$ cat config.mk
export PLATFORM = sky130hd
export DESIGN_NAME = mult_share_arbiter_flat
export DESIGN_NICKNAME = d
export VERILOG_FILES = /design/src/rtl/mult_share_arbiter_if.sv /design/src/rtl/mult_share_arbiter.sv /design/src/flat_wrapper.sv
export SDC_FILE = /design/constraint.sdc
export NUM_CORES = 1
export LEC_CHECK = 0
export ABC_CLOCK_PERIOD_IN_PS = 2450
export CAP_MARGIN = 0
export CORE_AREA = 3 3 95 97
export CTS_CLUSTER_SIZE = 8
export DETAILED_ROUTE_END_ITERATION = 10
export DIE_AREA = 0 0 98 100
export PLACE_DENSITY = 0.75
export REMOVE_ABC_BUFFERS = 1
export SETUP_SLACK_MARGIN = 0.4
export SLEW_MARGIN = 20
export SYNTH_ARGS = -nofsm -noshare
export SYNTH_HDL_FRONTEND = slang
export SYNTH_SLANG_ARGS = --single-unit
$ cat constraint.sdc
create_clock -name i_clk -period 2.45 [get_ports i_clk]
set_clock_uncertainty 0.15 [all_clocks]
set_input_delay 0.3675 -clock i_clk [delete_from_list [all_inputs] [get_ports i_clk]]
set_output_delay 0.3675 -clock i_clk [all_outputs]
set_load 0.01 [all_outputs]
$ cat src/rtl/mult_share_arbiter_if.sv
// Bundle between the filter channels, the shared multiplier and mult_share_arbiter.
// The slave modport is the arbiter side; the master modport is the channels/multiplier side.
interface mult_share_arbiter_if #(
  parameter int NUM_REQ    = 4,
  parameter int BITWIDTH_A = 16,
  parameter int BITWIDTH_B = 16
);
  localparam int OW = (NUM_REQ > 1) ? $clog2(NUM_REQ) : 1;
  localparam int PW = BITWIDTH_A + BITWIDTH_B;

  logic [NUM_REQ-1:0]            req;
  logic [NUM_REQ*BITWIDTH_A-1:0] ina_bus;
  logic [NUM_REQ*BITWIDTH_B-1:0] inb_bus;
  logic [NUM_REQ-1:0]            gnt;
  logic [NUM_REQ-1:0]            preempt;
  logic [OW-1:0]                 owner;
  logic                          busy;
  logic [BITWIDTH_A-1:0]         mult_ina;
  logic [BITWIDTH_B-1:0]         mult_inb;
  logic [PW-1:0]                 mult_out;
  logic [PW-1:0]                 prod_out;
  logic [NUM_REQ-1:0]            prod_valid;

  modport slave (
    input  req, ina_bus, inb_bus, mult_out,
    output gnt, preempt, owner, busy, mult_ina, mult_inb, prod_out, prod_valid
  );

  modport master (
    output req, ina_bus, inb_bus, mult_out,
    input  gnt, preempt, owner, busy, mult_ina, mult_inb, prod_out, prod_valid
  );
endinterface

$ cat src/rtl/mult_share_arbiter.sv
// Round-robin, burst-locking arbiter for one shared multiplier among NUM_REQ channels.
// Optional macro MULT_SHARE_OUTREG_EN registers the product and its valid one extra cycle.
module mult_share_arbiter #(
  parameter int NUM_REQ    = 4,
  parameter int BITWIDTH_A = 16,
  parameter int BITWIDTH_B = 16,
  parameter int MAX_BURST  = 32
) (
  input  logic                 i_clk,
  input  logic                 i_rst,
  input  logic                 i_en,
  mult_share_arbiter_if.slave  bus
);
  localparam int OW = (NUM_REQ > 1) ? $clog2(NUM_REQ) : 1;
  localparam int CW = $clog2(MAX_BURST + 2);
  localparam int PW = BITWIDTH_A + BITWIDTH_B;

  localparam logic [0:0]    S_IDLE  = 1'b0;
  localparam logic [0:0]    S_GRANT = 1'b1;
  localparam logic [CW-1:0] C_LAST  = CW'((MAX_BURST > 0) ? MAX_BURST - 1 : 0);
  localparam logic [OW-1:0] OWN_RST = OW'(NUM_REQ - 1);

  logic [0:0]            r_state;
  logic [NUM_REQ-1:0]    r_gnt;
  logic [NUM_REQ-1:0]    r_preempt;
  logic [OW-1:0]         r_owner;
  logic [CW-1:0]         r_cnt;

  logic                  w_clr;
  logic [OW-1:0]         w_pick;
  logic                  w_found;
  logic                  w_own_req;
  logic                  w_others;
  logic                  w_cut;
  logic [BITWIDTH_A-1:0] w_ina;
  logic [BITWIDTH_B-1:0] w_inb;

  assign w_clr     = i_rst | ~i_en;
  assign w_own_req = bus.req[r_owner];
  // While granted, r_gnt is the owner's one-hot, so masking it leaves only competitors.
  assign w_others  = |(bus.req & ~r_gnt);
  assign w_cut     = (MAX_BURST != 0) && (r_cnt == C_LAST) && w_others;

  // Search starts just after the last owner, so a preempted channel waits for everyone else.
  always_comb begin
    w_pick  = r_owner;
    w_found = 1'b0;
    for (int i = 1; i <= NUM_REQ; i++) begin
      if (!w_found && bus.req[(int'(r_owner) + i) % NUM_REQ]) begin
        w_found = 1'b1;
        w_pick  = OW'((int'(r_owner) + i) % NUM_REQ);
      end
    end
  end

  always_ff @(posedge i_clk) begin
    if (w_clr) begin
      r_state   <= S_IDLE;
      r_gnt     <= '0;
      r_preempt <= '0;
      r_owner   <= OWN_RST;
      r_cnt     <= '0;
    end else begin
      r_preempt <= '0;
      case (r_state)
        S_IDLE: begin
          if (w_found) begin
            r_state <= S_GRANT;
            r_gnt   <= NUM_REQ'(1) << w_pick;
            r_owner <= w_pick;
            r_cnt   <= '0;
          end
        end
        default: begin
          // Release wins over preemption when both happen together.
          if (!w_own_req) begin
            r_state <= S_IDLE;
            r_gnt   <= '0;
          end else if (w_cut) begin
            r_state   <= S_IDLE;
            r_gnt     <= '0;
            r_preempt <= r_gnt;
          end else if (r_cnt != '1) begin
            r_cnt <= r_cnt + CW'(1);
          end
        end
      endcase
    end
  end

  // Operands are forced to zero when nobody owns the multiplier to keep it quiet.
  always_comb begin
    w_ina = '0;
    w_inb = '0;
    for (int k = 0; k < NUM_REQ; k++) begin
      if (r_gnt[k]) begin
        w_ina = w_ina | bus.ina_bus[k*BITWIDTH_A +: BITWIDTH_A];
        w_inb = w_inb | bus.inb_bus[k*BITWIDTH_B +: BITWIDTH_B];
      end
    end
  end

  assign bus.gnt      = r_gnt;
  assign bus.preempt  = r_preempt;
  assign bus.owner    = r_owner;
  assign bus.busy     = |r_gnt;
  assign bus.mult_ina = w_ina;
  assign bus.mult_inb = w_inb;

`ifdef MULT_SHARE_OUTREG_EN
  logic [PW-1:0]      r_prod;
  logic [NUM_REQ-1:0] r_pvld;

  always_ff @(posedge i_clk) begin
    if (w_clr) begin
      r_prod <= '0;
      r_pvld <= '0;
    end else begin
      r_prod <= bus.mult_out;
      r_pvld <= r_gnt;
    end
  end

  assign bus.prod_out   = r_prod;
  assign bus.prod_valid = r_pvld;
`else
  assign bus.prod_out   = PW'(bus.mult_out);
  assign bus.prod_valid = r_gnt;
`endif
endmodule
$ cat src/flat_wrapper.sv
// flat-port wrapper written by rule: the top's interface ports become plain ports
module mult_share_arbiter_flat 
#(
  parameter int NUM_REQ    = 4,
  parameter int BITWIDTH_A = 16,
  parameter int BITWIDTH_B = 16,
  parameter int MAX_BURST  = 32
)
  (i_clk, i_rst, i_en, bus_req, bus_ina_bus, bus_inb_bus, bus_mult_out, bus_gnt, bus_preempt, bus_owner, bus_busy, bus_mult_ina, bus_mult_inb, bus_prod_out, bus_prod_valid);
  mult_share_arbiter_if #(.NUM_REQ(NUM_REQ), .BITWIDTH_A(BITWIDTH_A), .BITWIDTH_B(BITWIDTH_B)) bus_i ();
  input  logic i_clk;
  input  logic i_rst;
  input  logic i_en;
  input wire logic [$bits(bus_i.req)-1:0] bus_req;
  input wire logic [$bits(bus_i.ina_bus)-1:0] bus_ina_bus;
  input wire logic [$bits(bus_i.inb_bus)-1:0] bus_inb_bus;
  input wire logic [$bits(bus_i.mult_out)-1:0] bus_mult_out;
  output wire logic [$bits(bus_i.gnt)-1:0] bus_gnt;
  output wire logic [$bits(bus_i.preempt)-1:0] bus_preempt;
  output wire logic [$bits(bus_i.owner)-1:0] bus_owner;
  output wire logic [$bits(bus_i.busy)-1:0] bus_busy;
  output wire logic [$bits(bus_i.mult_ina)-1:0] bus_mult_ina;
  output wire logic [$bits(bus_i.mult_inb)-1:0] bus_mult_inb;
  output wire logic [$bits(bus_i.prod_out)-1:0] bus_prod_out;
  output wire logic [$bits(bus_i.prod_valid)-1:0] bus_prod_valid;
  assign bus_i.req = bus_req;
  assign bus_i.ina_bus = bus_ina_bus;
  assign bus_i.inb_bus = bus_inb_bus;
  assign bus_i.mult_out = bus_mult_out;
  assign bus_gnt = bus_i.gnt;
  assign bus_preempt = bus_i.preempt;
  assign bus_owner = bus_i.owner;
  assign bus_busy = bus_i.busy;
  assign bus_mult_ina = bus_i.mult_ina;
  assign bus_mult_inb = bus_i.mult_inb;
  assign bus_prod_out = bus_i.prod_out;
  assign bus_prod_valid = bus_i.prod_valid;
  mult_share_arbiter #(.NUM_REQ(NUM_REQ), .BITWIDTH_A(BITWIDTH_A), .BITWIDTH_B(BITWIDTH_B), .MAX_BURST(MAX_BURST)) u_core (.i_clk(i_clk), .i_rst(i_rst), .i_en(i_en), .bus(bus_i));
endmodule
After elaboration in Yosys (flattened, before gate mapping)
Index checks and enable logic that the tools add are counted.

word-level totals
  flip-flop bits (word level) = 17
  bits of input ports = 167
  output and inout port bits = 79
  logic and storage cells = 100

operators by class
  $add $sub $neg = 5
  $lt $le $gt $ge = 5
  equal/unequal tests = 6
  shifts and indexed selects = 1
  muxes and demuxes = 43
  bitwise logic cells = 17
  reduce and logical (&&, ||, !) cells = 18

operators with widths
  kind                                                        number
  two-way mux 16 bit                                          8
  OR 16 bit                                                   6
  two-way mux 6 bit                                           5
  two-way mux 1 bit                                           17
  less-than comparator 3 x 4 -> 1 bit, second input constant  4
  two-way mux 4 bit                                           4
  OR reduction 4 bit                                          3
  binary-select mux 1 bit (select 2 bit)                      5
  two-way mux 2 bit                                           4
  OR reduction 2 bit                                          4
  adder 6 x 1 -> 6 bit, second input constant                 1
  equality test 6 x 5 -> 1 bit, second input constant         1
  inequality test 2 bit, second input constant                3
  inequality test 6 bit, second input constant                1
  adder 2 x 1 -> 2 bit, second input constant                 2
  adder 2 bit, second input constant                          2
  bitwise AND 1 bit, first input constant                     4
  bitwise AND 4 bit                                           1
  logical AND 1 bit                                           4
  inverter 1 bit                                              4
  inverter 4 bit                                              1
  AND reduction 2 bit                                         2
  AND reduction 4 bit                                         1
  << shifter 1 x 2 -> 4 bit, first input constant             1
  5 further kinds                                             7

Depth between registers and ports, before layout
  depth in word-level cells = 19
  depth in mapped cells = 6
  mapped depth without buffers = 6

Worst setup path after synthesis
Ideal clock, no wire load.

  kind = register to register
  start = register u_core.r_gnt[2] (netlist: u_core.bus.gnt[2])
  end = register u_core.r_preempt[3] (netlist: u_core.bus.preempt[3])
  library setup time = 60 ps
  arrival time = 1612 ps
  data required time = 2240 ps
  path slack = 628 ps
  stages on the path, launching flop included = 6
  path buffers = 1
  cells stage by stage = dfxtp_1 -> buf_2 -> o2111a_2 -> or4_4 -> nor3_2 -> and2_1

between the ends
  longest elaborated chain between the ends = 6

RTL lines
  item                                 line                      text
  start: declaration                   mult_share_arbiter.sv:24  logic [NUM_REQ-1:0] r_gnt;
  start signal: assignment             mult_share_arbiter.sv:69  r_gnt <= NUM_REQ'(1) << w_pick;
  inverter 4 bit                       mult_share_arbiter.sv:41  assign w_others = |(bus.req & ~r_gnt);
  bitwise AND 4 bit                    mult_share_arbiter.sv:41
  OR reduction 4 bit                   mult_share_arbiter.sv:41
  logical AND 1 bit                    mult_share_arbiter.sv:42  assign w_cut = (MAX_BURST != 0) && (r_cnt == C_LAST) && w_others;
  inverter 1 bit (no source line)      --
  OR reduction 4 bit (no source line)  --
  end signal: assignment               mult_share_arbiter.sv:82  r_preempt <= r_gnt;
  end: declaration                     mult_share_arbiter.sv:25  logic [NUM_REQ-1:0] r_preempt;

No other way between the ends.
A chain may end at the register's enable or synchronous reset.

Final worst setup path
  start = input port bus_inb_bus[44]
  end = output port bus_mult_inb[12]

between the ends
  longest elaborated chain between the ends = 4

RTL lines
  item                    line                      text
  start: declaration      flat_wrapper.sv:16        input wire logic [$bits(bus_i.inb_bus)-1:0] bus_inb_bus;
  OR 16 bit (*)           mult_share_arbiter.sv:98  w_inb = w_inb | bus.inb_bus[k*BITWIDTH_B +: BITWIDTH_B];
  two-way mux 16 bit (*)  mult_share_arbiter.sv:96  if (r_gnt[k]) begin
  OR 16 bit               mult_share_arbiter.sv:98
  two-way mux 16 bit (*)  mult_share_arbiter.sv:96
  end: declaration        flat_wrapper.sv:23        output wire logic [$bits(bus_i.mult_inb)-1:0] bus_mult_inb;

Mark *: on every way between the ends. The rest lies on a longest branch, timed or not.

==> metrics.log <==
INFO  metric cts_made_buffers = 3
INFO  metric commonest_non_fill_non_tap_cell_in_the_layout = sky130_fd_sc_hd__clkdlybuf4s50_1
INFO  metric die_height = 100 µm
INFO  metric critPathTopFamily = buffers and inverters
INFO  metric ys_warn_count = 0
INFO  metric initial_antenna_violation_count = 0
INFO  metric ys_types = 39
INFO  metric setup.worst_path.start_class = input pin
INFO  metric ys_seq_elements = 17
INFO  metric crit_path_max_fanout = 1
INFO  metric route.detailed.wl_per_inst = 20.19 µm
INFO  metric io_buffer_count = 181
INFO  metric maxClockFrequency = 489.6 MHz
INFO  metric drc = 0
INFO  metric detail_route.first_pass.iterations = 4
INFO  metric switching_share = 29.10%
INFO  metric grt_max_degree = 23
INFO  metric number_of_vias_in_the_routed_layout = 2515
INFO  metric seq_area = 352.8 µm²
INFO  metric cp_common_cell = sky130_fd_sc_hd__clkdlybuf4s50_1
INFO  metric place_congestion = 0.7845
INFO  metric placeableCoreArea = 0.008217 mm²
INFO  metric cts_tree = done
INFO  metric critical_path.max_stage_delay = 0.54 ns
INFO  metric ant_nets = 0
INFO  metric crit_chain = clkdlybuf4s50_1 > a22oi_1 > nand2_1 > clkdlybuf4s50_1
INFO  metric syn_inst = 243
INFO  metric area_taken_by_multi_input_logic_gates = 0.001111 mm²
INFO  metric cts-root-to-sink-buffers = 2
INFO  metric fp-row-count = 33
INFO  metric totalPowerFinal = 1.023 mW
INFO  metric synthesis.area_per_instance = 7.409 µm²
INFO  metric power_share_of_the_sequential_group = 28.8%
INFO  metric cts.reportedPaths.clkPinSlew = 0.07 ns
INFO  metric synth.yosys.seq_area_share = 18.90%
INFO  metric setup_tns = 0 ns
INFO  metric total_setup_violations_reported_at_the_end_of_the_flow = 0
INFO  metric grt_overflow = 0
INFO  metric cts.htree.levels = 1
INFO  metric initial_core_util = 21.91%
INFO  metric holdCritPathClass = reg2reg
INFO  metric tightest_slew = 0.6159 ns
INFO  metric power_leakage = 1.748 nW
INFO  metric detailedRoute.firstIterationViolations = 103
INFO  metric critical_path_class = in2out
INFO  metric p_sw = 0.2976 mW
INFO  metric num-fill-cells = 794
INFO  metric req_time_crit_path = 1.93 ns
INFO  metric maxCapViolations = 0
INFO  metric routed_wire_length = 9972 µm
INFO  metric clock_latency = 0.25 ns
INFO  metric mostFrequentLayoutCells = sky130_fd_sc_hd__clkdlybuf4s50_1 (145), sky130_fd_sc_hd__a22oi_1 (64), sky130_fd_sc_hd__nand2_1 (40), sky130_fd_sc_hd__dlygate4sd2_1 (18), sky130_fd_sc_hd__dlymetal6s2s_1 (17)
INFO  metric worst-endpoint-arrival = 1.53 ns
INFO  metric finalWorstPathRequiredPeriod = 2.043 ns
INFO  metric root_buffer = sky130_fd_sc_hd__clkbuf_8
INFO  metric die_area = 0.009800 mm²
INFO  metric slew_viol_final = 0
INFO  metric first_global_vias = 2514
INFO  metric clock-sinks = 17
INFO  metric ioPinCount = 246
INFO  metric max_slew_margin = 58.59%
INFO  metric synthesis.area = 0.001800 mm²
INFO  metric pwr_density_cell = 277.8 mW/mm²
INFO  metric num_antenna_cells = 0
INFO  metric overall_track_demand_over_capacity_in_global_routing = 18.47%
INFO  metric fp.dieW = 98 µm
INFO  metric ir_worst_vdd = 177.2 µV
INFO  metric final.period_utilization = 83.37%
INFO  metric rsz0062_at_grt = true
INFO  metric internal-power = 0.7251 mW
INFO  metric vias_per_cell = 5.091
INFO  metric status = finished, final reports clean
INFO  metric share_of_layout_cells_above_drive_strength_1 = 8.483%
INFO  metric cpMaxStageDelayCell = sky130_fd_sc_hd__clkdlybuf4s50_1
INFO  metric clock_power_share = 20.3%
INFO  metric final_net_count = 558
INFO  metric combPwrFrac = 50.8%
INFO  metric worst_setup_path_end_kind = output port
INFO  metric area_growth_syn_to_layout = 104.4%
INFO  metric timing_hold_violations_final = 0
INFO  metric critical_path_buf_inv_count = 2
INFO  metric cts.hold.buffers_added = 0
INFO  metric wire_length_of_the_first_global_routing_pass = 14350 µm
INFO  metric sum_of_net_half_perimeters_after_detailed_placement = 7684 µm
## sequential cells by signal (all words and copies together), names as in the netlist
signal and count:
u_core.bus.owner 2, u_core.bus.preempt 4, u_core.r_cnt 6, u_core.bus.gnt 4, u_core.r_state 1
## per-layer routing
layer / global-route usage (%) / up-vias / wire length (µm)
li1: - / 1171 / -
met1: 24.28 / 1152 / 4110
met2: 28.22 / 181 / 4611
met3: 7.436 / 11 / 1112
met4: 4.686 / 0 / 138
met5: 0 / - / 0
## worst paths after layout
path                                     startpoint                 to  slack (ns)  depth (start not counted)
worst max-delay path                bus_inb_bus[44]   bus_mult_inb[12]        0.41                          4
worst min-delay path                u_core.r_cnt[3]    u_core.r_cnt[3]        0.36                          2
worst max register to register  u_core.bus.owner[1]  u_core.bus.gnt[0]        0.47                          5
worst min register to register      u_core.r_cnt[3]    u_core.r_cnt[3]        0.36                          2
## power groups by stage
stage          registers (mW)  clock network (mW)  logic [mW]
3_3_place_gp            0.300                   0       0.516
5_1_grt                 0.296               0.231       0.553
6_report                0.295               0.208       0.520
3_5_place_dp            0.300                   0       0.522
2_1_floorplan           0.318                   0       0.122
4_1_cts                 0.294               0.213       0.523
## worst reg2reg max path: stages (launching register included)
cell and delay [ns]:
sky130_fd_sc_hd__dfxtp_1 0.52, sky130_fd_sc_hd__mux4_2 0.60, sky130_fd_sc_hd__buf_4 0.16, sky130_fd_sc_hd__o41ai_2 0.07, sky130_fd_sc_hd__a21oi_2 0.15, sky130_fd_sc_hd__a32o_1 0.22
## cell usage after synthesis
| library cell | count | area share [%] |
|---|---|---|
| sky130_fd_sc_hd__nand3b_1 | 1 | 0.42 |
| sky130_fd_sc_hd__a21oi_2 | 1 | 0.49 |
| sky130_fd_sc_hd__nand2_1 | 40 | 8.3 |
| sky130_fd_sc_hd__nand3_1 | 1 | 0.28 |
| sky130_fd_sc_hd__o31ai_1 | 2 | 0.83 |
| sky130_fd_sc_hd__o21ai_0 | 3 | 0.83 |
| sky130_fd_sc_hd__nor3_1 | 1 | 0.28 |
| sky130_fd_sc_hd__o2111a_2 | 1 | 0.69 |
| sky130_fd_sc_hd__nor3_2 | 1 | 0.56 |
| sky130_fd_sc_hd__and2_1 | 7 | 2.4 |
| sky130_fd_sc_hd__a31oi_1 | 2 | 0.69 |
| sky130_fd_sc_hd__or3_1 | 3 | 1.0 |
| sky130_fd_sc_hd__a22o_1 | 1 | 0.49 |
| sky130_fd_sc_hd__o22ai_1 | 1 | 0.35 |
| sky130_fd_sc_hd__buf_2 | 3 | 0.83 |
| sky130_fd_sc_hd__nand2_2 | 1 | 0.35 |
| sky130_fd_sc_hd__mux4_2 | 1 | 1.3 |
| sky130_fd_sc_hd__a211o_1 | 1 | 0.49 |
| sky130_fd_sc_hd__ha_1 | 1 | 0.69 |
| sky130_fd_sc_hd__buf_4 | 37 | 15 |
| sky130_fd_sc_hd__a32o_1 | 1 | 0.56 |
| sky130_fd_sc_hd__nand4_1 | 2 | 0.69 |
| sky130_fd_sc_hd__o211ai_1 | 3 | 1.3 |
| sky130_fd_sc_hd__a22oi_1 | 65 | 27 |
| sky130_fd_sc_hd__nor2_1 | 2 | 0.42 |
| sky130_fd_sc_hd__clkbuf_1 | 12 | 2.5 |
| sky130_fd_sc_hd__inv_1 | 5 | 1.0 |
| sky130_fd_sc_hd__and3b_1 | 1 | 0.49 |
| sky130_fd_sc_hd__buf_6 | 2 | 1.3 |
| sky130_fd_sc_hd__nand2b_1 | 5 | 1.7 |
| sky130_fd_sc_hd__o2bb2ai_1 | 2 | 0.97 |
| sky130_fd_sc_hd__nor2b_1 | 1 | 0.35 |
| sky130_fd_sc_hd__or4_1 | 2 | 0.83 |
| sky130_fd_sc_hd__dfxtp_1 | 17 | 19 |
| sky130_fd_sc_hd__a21oi_1 | 9 | 2.5 |
| sky130_fd_sc_hd__mux2i_1 | 1 | 0.56 |
| sky130_fd_sc_hd__o41ai_1 | 2 | 0.97 |
| sky130_fd_sc_hd__a311oi_1 | 1 | 0.49 |
| sky130_fd_sc_hd__or4_4 | 1 | 0.63 |
## final cells by class
type	count	area share, %
repair buffers	196	54.89
multi-input cells	167	30.18
clock buffers	3	1.122
clock inverters	1	0.1360
well taps	105	3.569
flip-flops and latches	17	9.585
inverters	5	0.5099
## metrics by stage
step                      utilization [%]  setup WS [ns]  instance area, µm²  cells  hold WS [ns]
after CTS                           43.95         0.3196                3611    493        0.3595
after global placement              42.33        0.08606                3478    486        0.3364
after global routing                44.80         0.2996                3681    494        0.3980
after floorplan                         -         0.1607                1440    189        0.3165
after detailed placement            42.33        0.04656                3478    486        0.3496
final                               44.80         0.4074                3681    494        0.3584
## logic make-up after synthesis
family	after synthesis	synth area share, %
multiplexers	2	1.807
adder cells (fa/ha/maj)	1	0.6948
AO/OA/AOI/OAI	95	38.71
flip-flops	17	18.90
AND/OR/NAND/NOR	69	18.83
buffers and inverters	59	21.06
## timing repair
| action | 4_1_cts | 5_1_grt |
|---|---|---|
| gates resized for setup | 40 | 24 |
| endpoints found under the hold margin | 0 | 0 |
| buffers inserted | 2 | 1 |
| cloned | 1 | 0 |
| setup endpoints to repair | 45 | 29 |
Note: power is estimated with default switching activity, not from simulation.
